[src/rtl/ysyx_24110006_hzu_pkg.sv]
// Shared core package for the hazard unit: in-flight entry layout and default table depth.
// Latency: n/a (types and constants only).
// Backpressure: n/a.
package ysyx_24110006_hzu_pkg;

   // Default number of in-flight table entries (power of two, 2..8).
   localparam int HZU_DEPTH_DEFAULT = 4;

   // One in-flight instruction: does it write a GPR, which one, and is it a load.
   typedef struct packed {
      logic       valid_wr;
      logic [4:0] rd;
      logic       load;
   } hzu_entry_t;

endpackage

[src/rtl/ysyx_24110006_hzu.sv]
// Hazard unit: tracks in-flight writers in issue order and stalls IDU on RAW/serialisation hazards.
// Latency: hit/conflict/forward outputs are combinational (zero cycle); occupancy outputs are registered.
// Backpressure: o_conflict stalls IDU; issue is refused while full unless a retire frees a slot that cycle.
//
// Ports:
//   i_clock, i_reset_n                 clock, async active-low reset
//   i_rs1/i_rs2, i_rs*_used, i_serial  IDU instruction sources and serialisation request
//   i_issue, i_issue_rd/wen/load       IDU->EXU handshake and issuing instruction's destination
//   i_retire, i_flush, i_exu_out_valid WBU completion, redirect, EXU bypass bus valid
//   o_conflict, o_fwd_rs1/rs2          stall and bypass selects
//   o_full, o_empty, o_count           in-flight occupancy
// Optional feature: define CONFIG_HZU_BYPASS_EN to forward youngest non-load results from EXU.
module ysyx_24110006_hzu
   import ysyx_24110006_hzu_pkg::*;
#(
   parameter int DEPTH = HZU_DEPTH_DEFAULT
) (
   input  logic                       i_clock,
   input  logic                       i_reset_n,
   input  logic [4:0]                 i_rs1,
   input  logic [4:0]                 i_rs2,
   input  logic                       i_rs1_used,
   input  logic                       i_rs2_used,
   input  logic                       i_serial,
   input  logic                       i_issue,
   input  logic [4:0]                 i_issue_rd,
   input  logic                       i_issue_wen,
   input  logic                       i_issue_load,
   input  logic                       i_retire,
   input  logic                       i_flush,
   input  logic                       i_exu_out_valid,
   output logic                       o_conflict,
   output logic                       o_fwd_rs1,
   output logic                       o_fwd_rs2,
   output logic                       o_full,
   output logic                       o_empty,
   output logic [$clog2(DEPTH):0]     o_count
);

   localparam int PW = $clog2(DEPTH);
   localparam int CW = PW + 1;

   hzu_entry_t          tbl [DEPTH];
   logic [PW-1:0]       wr_ptr;
   logic [PW-1:0]       rd_ptr;
   logic [CW-1:0]       count;

   logic                full;
   logic                empty;
   logic                issue_ok;
   logic                retire_ok;

   logic [DEPTH-1:0]       vld_vec;
   logic [DEPTH-1:0][4:0]  rd_vec;
   logic [DEPTH-1:0]       ld_vec;

   logic                hit_rs1;
   logic                hit_rs2;

   // A source hits when it is read, is not x0, and matches any live writer.
   // Retired entries have valid_wr cleared, so scanning every slot is exact.
   function automatic logic src_hit(input logic [4:0]            src,
                                    input logic                  used,
                                    input logic [DEPTH-1:0]      vld,
                                    input logic [DEPTH-1:0][4:0] rds);
      src_hit = 1'b0;
      if (used && src != 5'd0) begin
         for (int i = 0; i < DEPTH; i++) begin
            if (vld[i] && rds[i] == src) src_hit = 1'b1;
         end
      end
   endfunction

   assign full      = (count == CW'(DEPTH));
   assign empty     = (count == '0);
   assign retire_ok = i_retire && !empty;
   // When full, a same-cycle retire frees the slot the issue will take.
   assign issue_ok  = i_issue && !i_flush && (!full || i_retire);

   always_comb begin
      vld_vec = '0;
      rd_vec  = '0;
      ld_vec  = '0;
      for (int i = 0; i < DEPTH; i++) begin
         vld_vec[i] = tbl[i].valid_wr;
         rd_vec[i]  = tbl[i].rd;
         ld_vec[i]  = tbl[i].load;
      end
   end

   assign hit_rs1 = src_hit(i_rs1, i_rs1_used, vld_vec, rd_vec);
   assign hit_rs2 = src_hit(i_rs2, i_rs2_used, vld_vec, rd_vec);

`ifdef CONFIG_HZU_BYPASS_EN
   logic [PW-1:0] young_idx;
   logic          young_fwd_ok;
   // The youngest entry is by definition the newest, so if it matches a source
   // it is that source's newest producer and its EXU result is the right value.
   assign young_idx    = wr_ptr - PW'(1);
   assign young_fwd_ok = !empty && i_exu_out_valid && vld_vec[young_idx] && !ld_vec[young_idx];
   assign o_fwd_rs1    = young_fwd_ok && i_rs1_used && i_rs1 != 5'd0 && rd_vec[young_idx] == i_rs1;
   assign o_fwd_rs2    = young_fwd_ok && i_rs2_used && i_rs2 != 5'd0 && rd_vec[young_idx] == i_rs2;
`else
   logic unused_bypass;
   assign unused_bypass = ^{i_exu_out_valid, ld_vec};
   assign o_fwd_rs1     = 1'b0;
   assign o_fwd_rs2     = 1'b0;
`endif

   assign o_conflict = !i_flush &&
                       ((hit_rs1 && !o_fwd_rs1) || (hit_rs2 && !o_fwd_rs2) ||
                        (i_serial && !empty) || full);
   assign o_full  = full;
   assign o_empty = empty;
   assign o_count = count;

   always_ff @(posedge i_clock or negedge i_reset_n) begin
      if (!i_reset_n) begin
         wr_ptr <= '0;
         rd_ptr <= '0;
         count  <= '0;
         for (int i = 0; i < DEPTH; i++) tbl[i] <= '0;
      end else begin
         // Clear before write: on full issue+retire both pointers alias and the new entry must win.
         if (retire_ok) begin
            tbl[rd_ptr].valid_wr <= 1'b0;
            rd_ptr               <= rd_ptr + PW'(1);
         end
         if (issue_ok) begin
            tbl[wr_ptr].valid_wr <= i_issue_wen && (i_issue_rd != 5'd0);
            tbl[wr_ptr].rd       <= i_issue_rd;
            tbl[wr_ptr].load     <= i_issue_load;
            wr_ptr               <= wr_ptr + PW'(1);
         end
         if (issue_ok && !retire_ok)      count <= count + CW'(1);
         else if (!issue_ok && retire_ok) count <= count - CW'(1);
      end
   end

endmodule

[config.mk]
export PLATFORM = sky130hd
export DESIGN_NAME = ysyx_24110006_hzu
export DESIGN_NICKNAME = d
export VERILOG_FILES = /design/src/rtl/ysyx_24110006_hzu_pkg.sv /design/src/rtl/ysyx_24110006_hzu.sv
export SDC_FILE = /design/constraint.sdc
export NUM_CORES = 1
export LEC_CHECK = 0
export BUFFER_PORTS_ARGS = -buffer_cell sky130_fd_sc_hd__buf_4
export CAP_MARGIN = 25
export CORE_MARGIN = 2
export CORE_UTILIZATION = 45
export DETAILED_ROUTE_END_ITERATION = 8
export PLACE_DENSITY_LB_ADDON = 0.12
export SLEW_MARGIN = 25
export SYNTH_ARGS = -nofsm -noshare
export SYNTH_HDL_FRONTEND = slang
export SYNTH_SLANG_ARGS = --single-unit
export TNS_END_PERCENT = 50
[constraint.sdc]
create_clock -name i_clock -period 4.2 [get_ports i_clock]
set_input_delay 0 -clock i_clock [delete_from_list [all_inputs] [get_ports i_clock]]
set_output_delay 0 -clock i_clock [all_outputs]
set_load 0.005 [all_outputs]
Yosys cells after proc, flatten, opt, wreduce, memory -nomap -nowiden
Index checks and enable logic that the tools add are counted.
- bits in registers: 35
- input bits: 26
- output and inout bits: 8
- word-level logic and storage cells: 94
- $add $sub $neg: 4
- $lt $le $gt $ge: 4
- eq/ne operators: 9
- muxes and demuxes: 26
- bitwise operators: 2
- reduce and logical (&&, ||, !) cells: 34
- operators with widths (kind ; number):
    $bwmux W28 ; 4
    $demux W7 S2 ; 4
    $mux W28 ; 2
    $eq A5 B5 Y1 ; 8
    $logic_and A1 B1 Y1 ; 20
    $reduce_bool A5 Y1 ; 3
    $mux W7 ; 2
    $mux W1 ; 11
    $ge A3 B3 Y1 const B ; 2
    $lt A3 B1 Y1 const B ; 2
    $mux W3 ; 2
    $mux W6 ; 1
    $not A2 Y3 ; 2
    $logic_not A1 Y1 ; 5
    $add A2 B1 Y2 const B ; 2
    $logic_or A1 B1 Y1 ; 4
    $add A3 B1 Y3 const B ; 1
    $eq A3 B3 Y1 const B ; 1
    $logic_not A3 Y1 ; 1
    $sub A3 B1 Y3 const B ; 1
    $reduce_bool A2 Y1 ; 1

Longest topological paths before layout
Gate-level depths: netlist of the first run.
- depth in word-level cells: 11
- gate-level depth with buffers: 10

Worst setup path before layout of the first run
Ideal clock, no wire load.
- path type: register to register
- start point: register count[0] (netlist: o_count[0])
- end point: register count[2] (netlist: o_count[2])
- setup time: 79 ps
- data arrival time: 2062 ps
- data required time: 4121 ps
- path slack: 2059 ps
- cell stages (with the launch flop): 10
- path through: dfrtp_1 nor2_2 and2_4 a21oi_4 ha_1 inv_1 fa_1 xor2_1 nor2_1 xor2_1
- longest elaborated chain between the ends: 7
- elaborated cells between the ends (all ways): 16
- classes of those cells: 2 x add/sub; 1 x eq/ne; 2 x mux; 11 x reduce/logical
- ends and longest elaborated chain (item ; RTL line ; text):
    start: declaration ; ysyx_24110006_hzu.sv:46 ; logic [CW-1:0] count;
    start signal: assignment ; ysyx_24110006_hzu.sv:135 ; if (issue_ok && !retire_ok) count <= count + CW'(1);
    start signal: assignment ; ysyx_24110006_hzu.sv:136 ; else if (!issue_ok && retire_ok) count <= count - CW'(1);
    $eq A3 B3 Y1 * ; ysyx_24110006_hzu.sv:74 ; assign full = (count == CW'(DEPTH));
    net o_full ; ysyx_24110006_hzu.sv:35 ; output logic o_full,
    $logic_not A1 Y1 * ; ysyx_24110006_hzu.sv:78 ; assign issue_ok = i_issue && !i_flush && (!full || i_retire);
    $logic_or A1 B1 Y1 * ; ysyx_24110006_hzu.sv:78 ;
    $logic_and A1 B1 Y1 * ; ysyx_24110006_hzu.sv:78 ;
    net issue_ok ; ysyx_24110006_hzu.sv:50 ; logic issue_ok;
    $logic_not A1 Y1 ; ysyx_24110006_hzu.sv:136 ;
    $logic_and A1 B1 Y1 ; ysyx_24110006_hzu.sv:136 ;
    $reduce_bool A2 Y1 (no line) ; -- ;
The timed path passes the listed nets; every way through them passes the cells marked *. The select of a mux whose other input is x is not followed.
A chain may end at the register's enable or synchronous reset.

Final worst setup path of the first run
- start point: register count[0] (netlist: o_count[0])
- end point: register count[2] (netlist: o_count[2])
- longest elaborated chain between the ends: 7
- elaborated cells between the ends (all ways): 16
- classes of those cells: 2 x add/sub; 1 x eq/ne; 2 x mux; 11 x reduce/logical
- ends and longest elaborated chain (item ; RTL line):
    $eq A3 B3 Y1 * ; ysyx_24110006_hzu.sv:74
    $logic_not A1 Y1 * ; ysyx_24110006_hzu.sv:78
    $logic_or A1 B1 Y1 * ; ysyx_24110006_hzu.sv:78
    $logic_and A1 B1 Y1 * ; ysyx_24110006_hzu.sv:78
    net issue_ok ; ysyx_24110006_hzu.sv:50
    $logic_not A1 Y1 ; ysyx_24110006_hzu.sv:136
    $logic_and A1 B1 Y1 ; ysyx_24110006_hzu.sv:136
    $reduce_bool A2 Y1 (no line) ; --
Marked as above.

==> impl_metrics.py, run 1 <==
metrics = {
    "status": {
        "outcome": "finished, final reports clean",
    },
    "clock_tree": {
        "ctsLongestPathBuffers": 2,
        "cts_buffers": 5,
        "cts_htree_levels": 2,
        "clock_insertion_delay_worst_skew_ps": 290,
        "tritoncts": "yes",
        "cts.sinks": 31,
        "cts.clk_slew.worst_paths_ps": 60,
        "ctsResizeCount": 0,
        "cts_root_buf": "sky130_fd_sc_hd__clkbuf_8",
        "ctsHoldBuffers": 4,
        "postCtsSetupRepairBufs": 0,
    },
    "floorplan": {
        "rows": 24,
        "top_level_ports": 34,
        "die_h_microns": 71.5,
        "dieWidth_microns": 71.5,
        "die_outline_area_sq_um": 5110,
        "core_region_area_sq_um": 4380,
        "starting_density_of_the_core_pct": 46.7,
    },
    "setup_path": {
        "cp_max_fo": 8,
        "worst_path_cell_with_the_longest_stage_delay": "sky130_fd_sc_hd__dfrtp_1",
        "cp_num_buf_inv": 1,
        "crit_path_cell_trace": "nor2_2 > and2_4 > a21oi_4 > ha_1 > inv_1 > fa_1 > xor2_1 > nor2_1 > xor2_1",
        "critical_path.endpoint_type": "flop",
        "r2r_start": "o_count[0]",
        "most_common_cell_type_on_the_critical_path": "sky130_fd_sc_hd__xor2_1",
        "timing.reg2reg.setup_slack_ps": 1920,
        "critical_path_required_ps": 4420,
        "r2r_end": "o_count[2]",
        "worstPathArrival_ps": 2500,
        "critical-path-max-stage-delay_ps": 470,
        "crit_family": "adder cells",
        "critical_path.startpoint_type": "flop",
        "cp.depth": 9,
        "reg2reg_depth": 9,
        "path_class": "reg -> reg",
    },
    "timing": {
        "setup_violators_final": 0,
        "worst_pin_slew_ps": 556,
        "clock_skew_ps": 4.27,
        "setup_slack_ps": 1920,
        "final.period_utilization_pct": 54.3,
        "setup-tns-final_ps": 0,
        "final_slew_viol_count": 0,
        "final_hold_viol_count": 0,
        "timing.fmax_mhz": 439,
        "slew-limit-headroom_pct": 62.9,
        "fin_crit_ps": 2280,
        "holdWs_ps": 85.7,
        "grt_setup_unrepaired": "no",
    },
    "detailed_routing": {
        "dr.pass1.iters": 4,
        "wl_microns": 4570,
        "drt-initial-drc-count": 141,
        "routed_wire_length_per_instance_microns": 17.3,
        "drc": 0,
        "vias_per_cell": 5.38,
        "postRouteAntennaNets": 0,
        "dr_total_vias": 1426,
    },
    "synthesis": {
        "synth-edff-count": 0,
        "most_common_flop_cell_mapped_by_yosys": "sky130_fd_sc_hd__dfrtp_1",
        "synth-async-reset-ratio_pct": 100,
        "yosysWarningCount": 0,
        "synth_sequential_area_ratio_pct": 37.9,
        "synthesis.area_sq_um": 2050,
        "ys_types": 31,
        "synthesis.instances": 182,
        "average_size_of_a_mapped_cell_sq_um": 11.3,
        "postSynthRegisterBits": 31,
    },
    "hold_path": {
        "hold_path.class": "in -> reg",
        "worst_hold_path.endpoint": "tbl[13]",
        "holdCritStartpoint": "i_issue_wen",
        "min_delay_path_depth": 3,
    },
    "cells_and_area": {
        "layout.core_utilization_pct": 55.7,
        "finalNetCount": 248,
        "drive_gt1_share_pct": 30.0,
        "diode_count": 0,
        "area_growth_syn_to_layout_pct": 19.0,
    },
    "placed_design": {
        "placement.setup.worst_slack_ps": 1880,
        "placer_s_final_routability_congestion_estimate": 0.989,
        "numPortBuffers": 29,
        "place.detailed.hpwl_microns": 3450,
    },
    "power_and_ir_drop": {
        "irDropWorstVdd_uv": 315,
        "areal_power_density_over_the_cells_nw_per_um2": 628,
        "p_leak_uw": 0.00123,
    },
    "grt": {
        "antenna_found_initial": 0,
        "global_route.usage.total_pct": 19.9,
        "wire_length_of_the_first_global_routing_pass_microns": 7540,
        "overflow": 0,
        "vias_in_the_first_global_route": 1456,
        "grt_max_degree": 32,
    },
    "run": {
        "number_of_maximum_capacitance_violations": 0,
    },
}
## state kept, by name, indices dropped and copies added (netlist names)
register and count:
wr_ptr 2, rd_ptr 2, rd_vec 20, o_count 3
tbl 4
## layout by cell type (no fill, tap or decap), types with 2 or more instances in the layout
cell and instances:
sky130_fd_sc_hd__inv_1 7, sky130_fd_sc_hd__o21ai_0 2, sky130_fd_sc_hd__clkbuf_8 7, sky130_fd_sc_hd__xor2_1 34, sky130_fd_sc_hd__nand3_1 8, sky130_fd_sc_hd__dfrtp_1 31
sky130_fd_sc_hd__ha_1 9, sky130_fd_sc_hd__or4_1 3, sky130_fd_sc_hd__xnor2_1 11, sky130_fd_sc_hd__nor4_1 8, sky130_fd_sc_hd__nand2_4 4, sky130_fd_sc_hd__nand2_1 12
sky130_fd_sc_hd__dlygate4sd3_1 6, sky130_fd_sc_hd__conb_1 2, sky130_fd_sc_hd__mux2i_1 5, sky130_fd_sc_hd__buf_4 29, sky130_fd_sc_hd__mux2_4 20
## routing by layer
metal	track usage, %	vias up	part of all wire (%)
met5	0	-	0
met4	6.29	0	2.0
met3	6.19	10	6.4
met2	32.1	51	49
met1	25.7	705	42
li1	-	660	-
## cell usage after synthesis (2+ instances only)
cell type	count	area, sq um
sky130_fd_sc_hd__nand2_4	4	45.0
sky130_fd_sc_hd__mux2i_1	5	50.1
sky130_fd_sc_hd__o21ai_0	2	10.0
sky130_fd_sc_hd__clkbuf_1	9	33.8
sky130_fd_sc_hd__mux2_4	20	300
sky130_fd_sc_hd__inv_1	7	26.3
sky130_fd_sc_hd__xor2_1	34	298
sky130_fd_sc_hd__nand2_1	12	45.0
sky130_fd_sc_hd__ha_1	9	113
sky130_fd_sc_hd__xnor2_1	11	96.3
sky130_fd_sc_hd__dfrtp_1	31	776
sky130_fd_sc_hd__buf_4	2	15.0
sky130_fd_sc_hd__or4_1	3	22.5
sky130_fd_sc_hd__nor4_1	8	50.1
sky130_fd_sc_hd__buf_1	2	7.51
sky130_fd_sc_hd__nand3_1	8	40.0
## layout make-up
cell class | count | area [sq um]
fillers | 398 | 1940
multi-input cells | 132 | 1190
flip-flops and latches | 31 | 776
repair buffers | 35 | 278
clock buffers | 8 | 100
well taps | 52 | 65.1
inverters | 7 | 26.3
## stage by stage
| step | cell area, sq um | total power [uW] | cells |
|---|---|---|---|
| 2_1_floorplan | 2050 | 1090 | 183 |
| 3_3_place_gp | 2280 | 1240 | 251 |
| 3_5_place_dp | 2280 | 1270 | 251 |
| 4_1_cts | 2420 | 1540 | 263 |
| 5_1_grt | 2440 | 1650 | 265 |
| 6_report | 2440 | 1530 | 265 |
## worst max path at each step
| stage | startpoint | endpoint |
|---|---|---|
| 2_1_floorplan | o_count[0] | o_count[2] |
| 6_report | o_count[0] | o_count[2] |
| 3_3_place_gp | o_count[0] | o_count[2] |
| 5_1_grt | o_count[0] | o_count[2] |
| 4_1_cts | o_count[0] | o_count[2] |
| 3_5_place_dp | o_count[0] | o_count[2] |
## kinds of logic after synthesis
family	synth area share, %
xor+xnor	19.2
simple gates	12.0
flops	37.9
mux	17.6
buf+inv	4.03
fa+ha+maj	6.47
compound gates	2.63
other cells	0.183
## worst register-to-register path, delay by kind of cell (launching register included)
family	cells	cell delay [ps]
adders and majority gates	2	640
DFF	1	470
and+or+nand+nor	3	390
AOI/OAI and AO/OA	1	370
xor gates and xnor gates	2	300
buffers and inverters	1	60
## where the power goes
| part | total [uW] | internal (uW) | leakage, uW | switching, uW |
|---|---|---|---|---|
| sequential | 632 | 447 | 0.000377 | 185 |
| combinational | 641 | 382 | 0.000804 | 259 |
| clock | 260 | 149 | 0.0000515 | 111 |
Power figures use the tool's default switching activity.
==> inputs of run 2 (changes only) <==
ABC_AREA = 1   (was not set)
clock period = 2.1 ns   (was 4.2 ns; I/O delays follow)
==> impl_metrics.py, run 2 <==
metrics = {
    "detailed_routing": {
        "drc": 0,
        "dr.pass1.iters": 4,
        "vias_per_cell": 4.64,
        "routed_wire_length_per_instance_microns": 12.1,
        "dr_total_vias": 1960,
        "met2_length_microns": 2180,
        "postRouteAntennaNets": 0,
        "wl_met1_microns": 2680,
        "wl_met3_microns": 191,
        "drt-initial-drc-count": 70,
        "top_layer_used": "met4",
        "wl_microns": 5110,
    },
    "power_and_ir_drop": {
        "irDropWorstVdd_uv": 608,
        "power.share.switching_pct": 41.8,
        "p_leak_uw": 0.00143,
        "pwr-share-clk_pct": 16.6,
        "intPower_uw": 1770,
        "power_share_of_the_sequential_group_pct": 39.5,
        "areal_power_density_over_the_cells_nw_per_um2": 1190,
        "p_sw_uw": 1270,
        "power.combinational.fraction_pct": 43.8,
    },
    "clock_tree": {
        "cts_root_buf": "sky130_fd_sc_hd__clkbuf_8",
        "postCtsSetupRepairBufs": 0,
        "clock_insertion_delay_worst_skew_ps": 280,
        "cts_buffers": 5,
        "cts_htree_levels": 2,
        "cts.sinks": 31,
        "cts.clk_slew.worst_paths_ps": 60,
        "tritoncts": "yes",
        "ctsLongestPathBuffers": 2,
    },
    "synthesis": {
        "yosysWarningCount": 0,
        "postSynthRegisterBits": 31,
        "most_common_flop_cell_mapped_by_yosys": "sky130_fd_sc_hd__dfrtp_1",
        "synthMostInstantiatedCell": "sky130_fd_sc_hd__nand2_1",
        "netlist.top_cell.by_area": "sky130_fd_sc_hd__dfrtp_1",
        "synthesis.instances": 321,
        "synthesis.area_sq_um": 2200,
        "synth.top_cells.by_area": "sky130_fd_sc_hd__dfrtp_1 35%, sky130_fd_sc_hd__nand2_1 19%, sky130_fd_sc_hd__inv_1 7.7%",
        "synth-edff-count": 0,
        "ys_types": 29,
        "synth.cells.most_frequent": "113 x sky130_fd_sc_hd__nand2_1, 45 x sky130_fd_sc_hd__inv_1, 33 x sky130_fd_sc_hd__nor2_1, 31 x sky130_fd_sc_hd__dfrtp_1, 20 x sky130_fd_sc_hd__o21ai_0",
        "synth_sequential_area_ratio_pct": 35.3,
        "average_size_of_a_mapped_cell_sq_um": 6.84,
        "synth_top_area_share_pct": 35.3,
        "synth-async-reset-ratio_pct": 100,
    },
    "timing": {
        "timing.fmax_mhz": 510,
        "final.period_utilization_pct": 93.3,
        "fin_crit_ps": 1960,
        "clock_skew_ps": 4.45,
        "holdWs_ps": 38.5,
        "setup_violators_final": 0,
        "grt_setup_unrepaired": "yes",
        "final_hold_viol_count": 0,
        "final_slew_viol_count": 0,
    },
    "grt": {
        "antenna_found_initial": 0,
        "wire_length_of_the_first_global_routing_pass_microns": 8540,
        "vias_in_the_first_global_route": 1851,
        "global_route.usage.total_pct": 21.0,
        "overflow": 0,
        "grt_max_degree": 32,
    },
    "run": {
        "number_of_maximum_capacitance_violations": 0,
    },
    "cells_and_area": {
        "mostFrequentLayoutCells": "113 x sky130_fd_sc_hd__nand2_1, 44 x sky130_fd_sc_hd__inv_1, 32 x sky130_fd_sc_hd__nor2_1, 32 x sky130_fd_sc_hd__buf_4, 31 x sky130_fd_sc_hd__dfrtp_1",
        "finalNetCount": 390,
        "drive_gt1_share_pct": 15.2,
        "n_fill_cell": 477,
        "largest_register_ffs": 20,
        "layout_commonest_cell": "sky130_fd_sc_hd__nand2_1",
        "area_growth_syn_to_layout_pct": 16.5,
        "diode_count": 0,
        "layout.cell_area.non_filler_sq_um": 2560,
    },
    "placed_design": {
        "place.detailed.hpwl_microns": 4060,
        "detailed_place.area_sq_um": 2450,
        "numPortBuffers": 29,
        "placer_s_final_routability_congestion_estimate": 0.917,
    },
    "setup_path": {
        "cp_max_fo": 7,
        "critical_path_required_ps": 2270,
        "cp_num_buf_inv": 3,
        "critical-path-max-stage-delay_ps": 410,
        "crit_family": "adder cells",
        "critical_path.startpoint_type": "flop",
        "critical_path.endpoint_type": "flop",
        "path_class": "reg -> reg",
        "worstPathArrival_ps": 2130,
        "crit_path_cell_trace": "nor2_2 > inv_2 > nor2_4 > nand2_2 > nand2_4 > inv_6 > ha_1 > inv_1 > fa_1 > mux2_2",
        "worst_path_cell_with_the_longest_stage_delay": "sky130_fd_sc_hd__fa_1",
    },
    "floorplan": {
        "top_level_ports": 34,
        "starting_density_of_the_core_pct": 46.5,
        "rows": 25,
        "die_h_microns": 73.9,
        "core_region_area_sq_um": 4720,
        "dieWidth_microns": 73.9,
        "die_outline_area_sq_um": 5460,
    },
    "hold_path": {
        "hold_path.class": "in -> reg",
    },
    "status": {
        "outcome": "finished, final reports clean",
    },
}
run 2: changes by cell type after synthesis, sizes merged, moves of 6 or more:
cell,delta
nand2,+103
xor2,-28
clkbuf,-8
nor4,-8
nor2,+34
mux2,-20
inv,+40
xnor2,-10
nand3,+6
o21ai,+37
run 2: metrics by stage:
stage	utilization [%]	std cells	setup TNS, ps	setup WS, ps	total power (uW)
5_1_grt	54.2	422	-4.13	-4.13	3370
3_3_place_gp	51.8	413	0	160	2500
2_1_floorplan	-	322	0	70.4	2120
4_1_cts	54.1	422	0	67.4	3070
3_5_place_dp	51.8	413	0	70.7	2550
6_report	54.2	422	0	140	3050
run 2: power by group through the flow:
| stage | Combinational (uW) | Clock [uW] | Sequential [uW] |
|---|---|---|---|
| 2_1_floorplan | 1010 | 0 | 1110 |
| 6_report | 1340 | 507 | 1200 |
| 3_3_place_gp | 1310 | 0 | 1190 |
| 3_5_place_dp | 1340 | 0 | 1210 |
| 5_1_grt | 1580 | 547 | 1240 |
| 4_1_cts | 1350 | 522 | 1200 |
run 2: final timing paths:
check	slack, ps	depth (start not counted)	to	start
worst max-delay path	140	10	o_count[1]	o_count[0]
worst max register to register	140	10	o_count[1]	o_count[0]
worst min-delay path	40	3	rd_vec[3]	i_issue_rd[3]
worst min register to register	520	2	rd_vec[10]	rd_vec[10]
max in group asynchronous	1610	2	rd_ptr[0]	i_reset_n
min in group asynchronous	200	2	rd_vec[2]	i_reset_n
run 2: per-layer routing:
metal,vias up,GRT usage (%)
met1,868,29.7
met4,0,7.68
met5,-,0
met3,6,3.29
met2,37,32.4
li1,1049,-
run 2: tightest hold or removal path: stages:
cell,delay [ps]
sky130_fd_sc_hd__buf_4,70
sky130_fd_sc_hd__inv_1,70
sky130_fd_sc_hd__o21ai_1,130
run 2: cells by family after synthesis:
| group | count (synthesis) | share of synthesized area [%] |
|---|---|---|
| XOR/XNOR | 7 | 2.79 |
| AND/OR/NAND/NOR | 171 | 32.6 |
| multiplexers | 1 | 0.512 |
| flip-flops | 31 | 35.3 |
| adder cells (fa/ha/maj) | 10 | 6.04 |
| buffers and inverters | 55 | 11.8 |
| other | 1 | 0.171 |
| AO/OA/AOI/OAI | 45 | 10.8 |
run 2: final cells by class:
class,instances,area [sq um],share of cell area [%]
multi-input combinational,236,1170,45.6
sequential,31,776,30.3
timing repair buffer,33,250,9.78
inverter,47,181,7.09
clock buffer,8,100,3.91
tap,67,83.8,3.27
run 2: what timing repair did:
| item | in CTS | in global routing |
|---|---|---|
| gates resized for setup | 0 | 2 |
| endpoints found under the setup margin | 0 | 1 |
| hold buffers | 1 | 0 |
| hold endpoints to repair | 31 | 0 |
==> inputs of run 3 (changes only) <==
CORE_ASPECT_RATIO = 2   (was not set)
==> impl_metrics.py, run 3 (same netlist as run 2, synthesis figures left out) <==
metrics = {
    "cells_and_area": {
        "mostFrequentLayoutCells": "113 x sky130_fd_sc_hd__nand2_1, 44 x sky130_fd_sc_hd__inv_1, 32 x sky130_fd_sc_hd__nor2_1, 32 x sky130_fd_sc_hd__buf_4, 31 x sky130_fd_sc_hd__dfrtp_1",
        "drive_gt1_share_pct": 15.5,
        "finalNetCount": 390,
        "largest_register_ffs": 20,
        "area_growth_syn_to_layout_pct": 16.7,
        "diode_count": 0,
        "layout_commonest_cell": "sky130_fd_sc_hd__nand2_1",
        "n_fill_cell": 493,
    },
    "clock_tree": {
        "postCtsSetupRepairBufs": 0,
        "cts.clk_slew.worst_paths_ps": 70,
        "tritoncts": "yes",
        "cts_root_buf": "sky130_fd_sc_hd__clkbuf_8",
        "cts_htree_levels": 2,
        "cts.sinks": 31,
        "clock_insertion_delay_worst_skew_ps": 280,
        "cts_buffers": 5,
        "ctsLongestPathBuffers": 2,
    },
    "floorplan": {
        "die_h_microns": 103,
        "starting_density_of_the_core_pct": 46.0,
        "die_outline_area_sq_um": 5490,
        "core_region_area_sq_um": 4770,
        "dieWidth_microns": 53.4,
        "rows": 36,
        "top_level_ports": 34,
    },
    "status": {
        "outcome": "finished, final reports clean",
    },
    "setup_path": {
        "timing.reg2reg.setup_slack_ps": 120,
        "cp_max_fo": 7,
        "most_common_cell_type_on_the_critical_path": "sky130_fd_sc_hd__inv_2",
        "crit_path_cell_trace": "nor2_2 > inv_2 > nor2_4 > nand2_2 > nand2_4 > inv_6 > ha_1 > inv_2 > fa_1 > mux2_2",
        "worstPathArrival_ps": 2150,
        "critical_path.startpoint_type": "flop",
        "critical_path.endpoint_type": "flop",
        "path_class": "reg -> reg",
        "critical_path_required_ps": 2270,
        "critical-path-max-stage-delay_ps": 410,
        "worst_path_cell_with_the_longest_stage_delay": "sky130_fd_sc_hd__fa_1",
    },
    "grt": {
        "global_route.usage.total_pct": 22.4,
        "antenna_found_initial": 0,
        "grt_max_degree": 32,
        "wire_length_of_the_first_global_routing_pass_microns": 8870,
        "vias_in_the_first_global_route": 1911,
        "overflow": 0,
    },
    "timing": {
        "final_hold_viol_count": 0,
        "final.period_utilization_pct": 94.1,
        "holdWs_ps": 46.2,
        "clock_skew_ps": 6.07,
        "fin_crit_ps": 1980,
        "setup_violators_final": 0,
        "timing.fmax_mhz": 506,
        "final_slew_viol_count": 0,
    },
    "detailed_routing": {
        "dr.pass1.iters": 4,
        "dr_total_vias": 2035,
        "wl_microns": 5500,
        "postRouteAntennaNets": 0,
        "routed_wire_length_per_instance_microns": 13.3,
        "vias_per_cell": 4.94,
        "drc": 0,
        "drt-initial-drc-count": 53,
    },
    "run": {
        "number_of_maximum_capacitance_violations": 0,
    },
    "power_and_ir_drop": {
        "power.combinational.fraction_pct": 43.3,
        "power_share_of_the_sequential_group_pct": 37.3,
        "p_leak_uw": 0.00144,
        "p_total_uw": 3170,
        "pwr-share-clk_pct": 19.5,
        "areal_power_density_over_the_cells_nw_per_um2": 1230,
        "irDropWorstVdd_uv": 728,
        "power.share.switching_pct": 41.2,
        "p_sw_uw": 1300,
        "intPower_uw": 1860,
    },
    "placed_design": {
        "place.detailed.hpwl_microns": 4340,
        "numPortBuffers": 29,
        "placer_s_final_routability_congestion_estimate": 0.889,
    },
    "hold_path": {
        "hold_path.class": "in -> reg",
    },
}
==> run 3: what timing repair did <==
action	4_1_cts	5_1_grt
endpoints found under the setup margin	0	2
gates resized for setup	0	2
hold endpoints to repair	31	0
hold buffers	1	0
==> run 3: routing by layer <==
metal  vias to the layer above  share of wire [%]  track usage (%)  routed length, microns
li1                       1046                  -                -                       -
met2                        52                 52             37.5                    2840
met1                       926                 42             27.7                    2290
met4                         0                2.6             10.8                     144
met5                         -                  0                0                       0
met3                        11                3.9             2.75                     217
==> run 3: area by class of cell <==
cell class | instances | area (sq um) | share of cell area [%]
multi-input cells | 236 | 1170 | 45.6
flip-flops and latches | 31 | 776 | 30.2
repair buffers | 33 | 250 | 9.76
inverters | 47 | 181 | 7.07
clock buffers | 6 | 82.6 | 3.22
well taps | 57 | 71.3 | 2.78
clock inverters | 2 | 35.0 | 1.37
==> run 3: critical path, delay by kind of cell (launching register included) <==
kind / cells / cell delay [ps]
buf+inv: 3 / 200
mux: 1 / 280
simple gates: 4 / 380
flops: 1 / 390
fa+ha+maj: 2 / 610
==> run 3: per-stage QoR <==
step / setup TNS (ps) / std cells / util, % / worst slack, ps / instance area [sq um]
detailed placement: 0 / 403 / 51.0 / 109 / 2430
global placement: 0 / 403 / 51.0 / 153 / 2430
CTS: 0 / 412 / 53.7 / 93.5 / 2560
finish: 0 / 412 / 53.7 / 123 / 2560
global route: -4.94 / 412 / 53.7 / -4.94 / 2560
floorplan: 0 / 322 / - / 70.4 / 2200
==> run 3: path summary, 6_finish.rpt <==
| path | from | endpoint | cells after the start |
|---|---|---|---|
| worst min-delay path | i_issue_rd[0] | rd_vec[10] | 3 |
| worst min register to register | rd_vec[2] | rd_vec[2] | 2 |
| worst max register to register | o_count[0] | o_count[1] | 10 |
| min in group asynchronous | i_reset_n | rd_vec[0] | 2 |
| worst max-delay path | o_count[0] | o_count[1] | 10 |
| max in group asynchronous | i_reset_n | rd_ptr[0] | 2 |
==> run 3: power groups by stage <==
stage          combinational [uW]  sequential (uW)  clock, uW
2_1_floorplan                1010             1110          0
3_3_place_gp                 1310             1170          0
3_5_place_dp                 1360             1190          0
4_1_cts                      1380             1180        633
5_1_grt                      1580             1220        649
6_report                     1370             1180        616
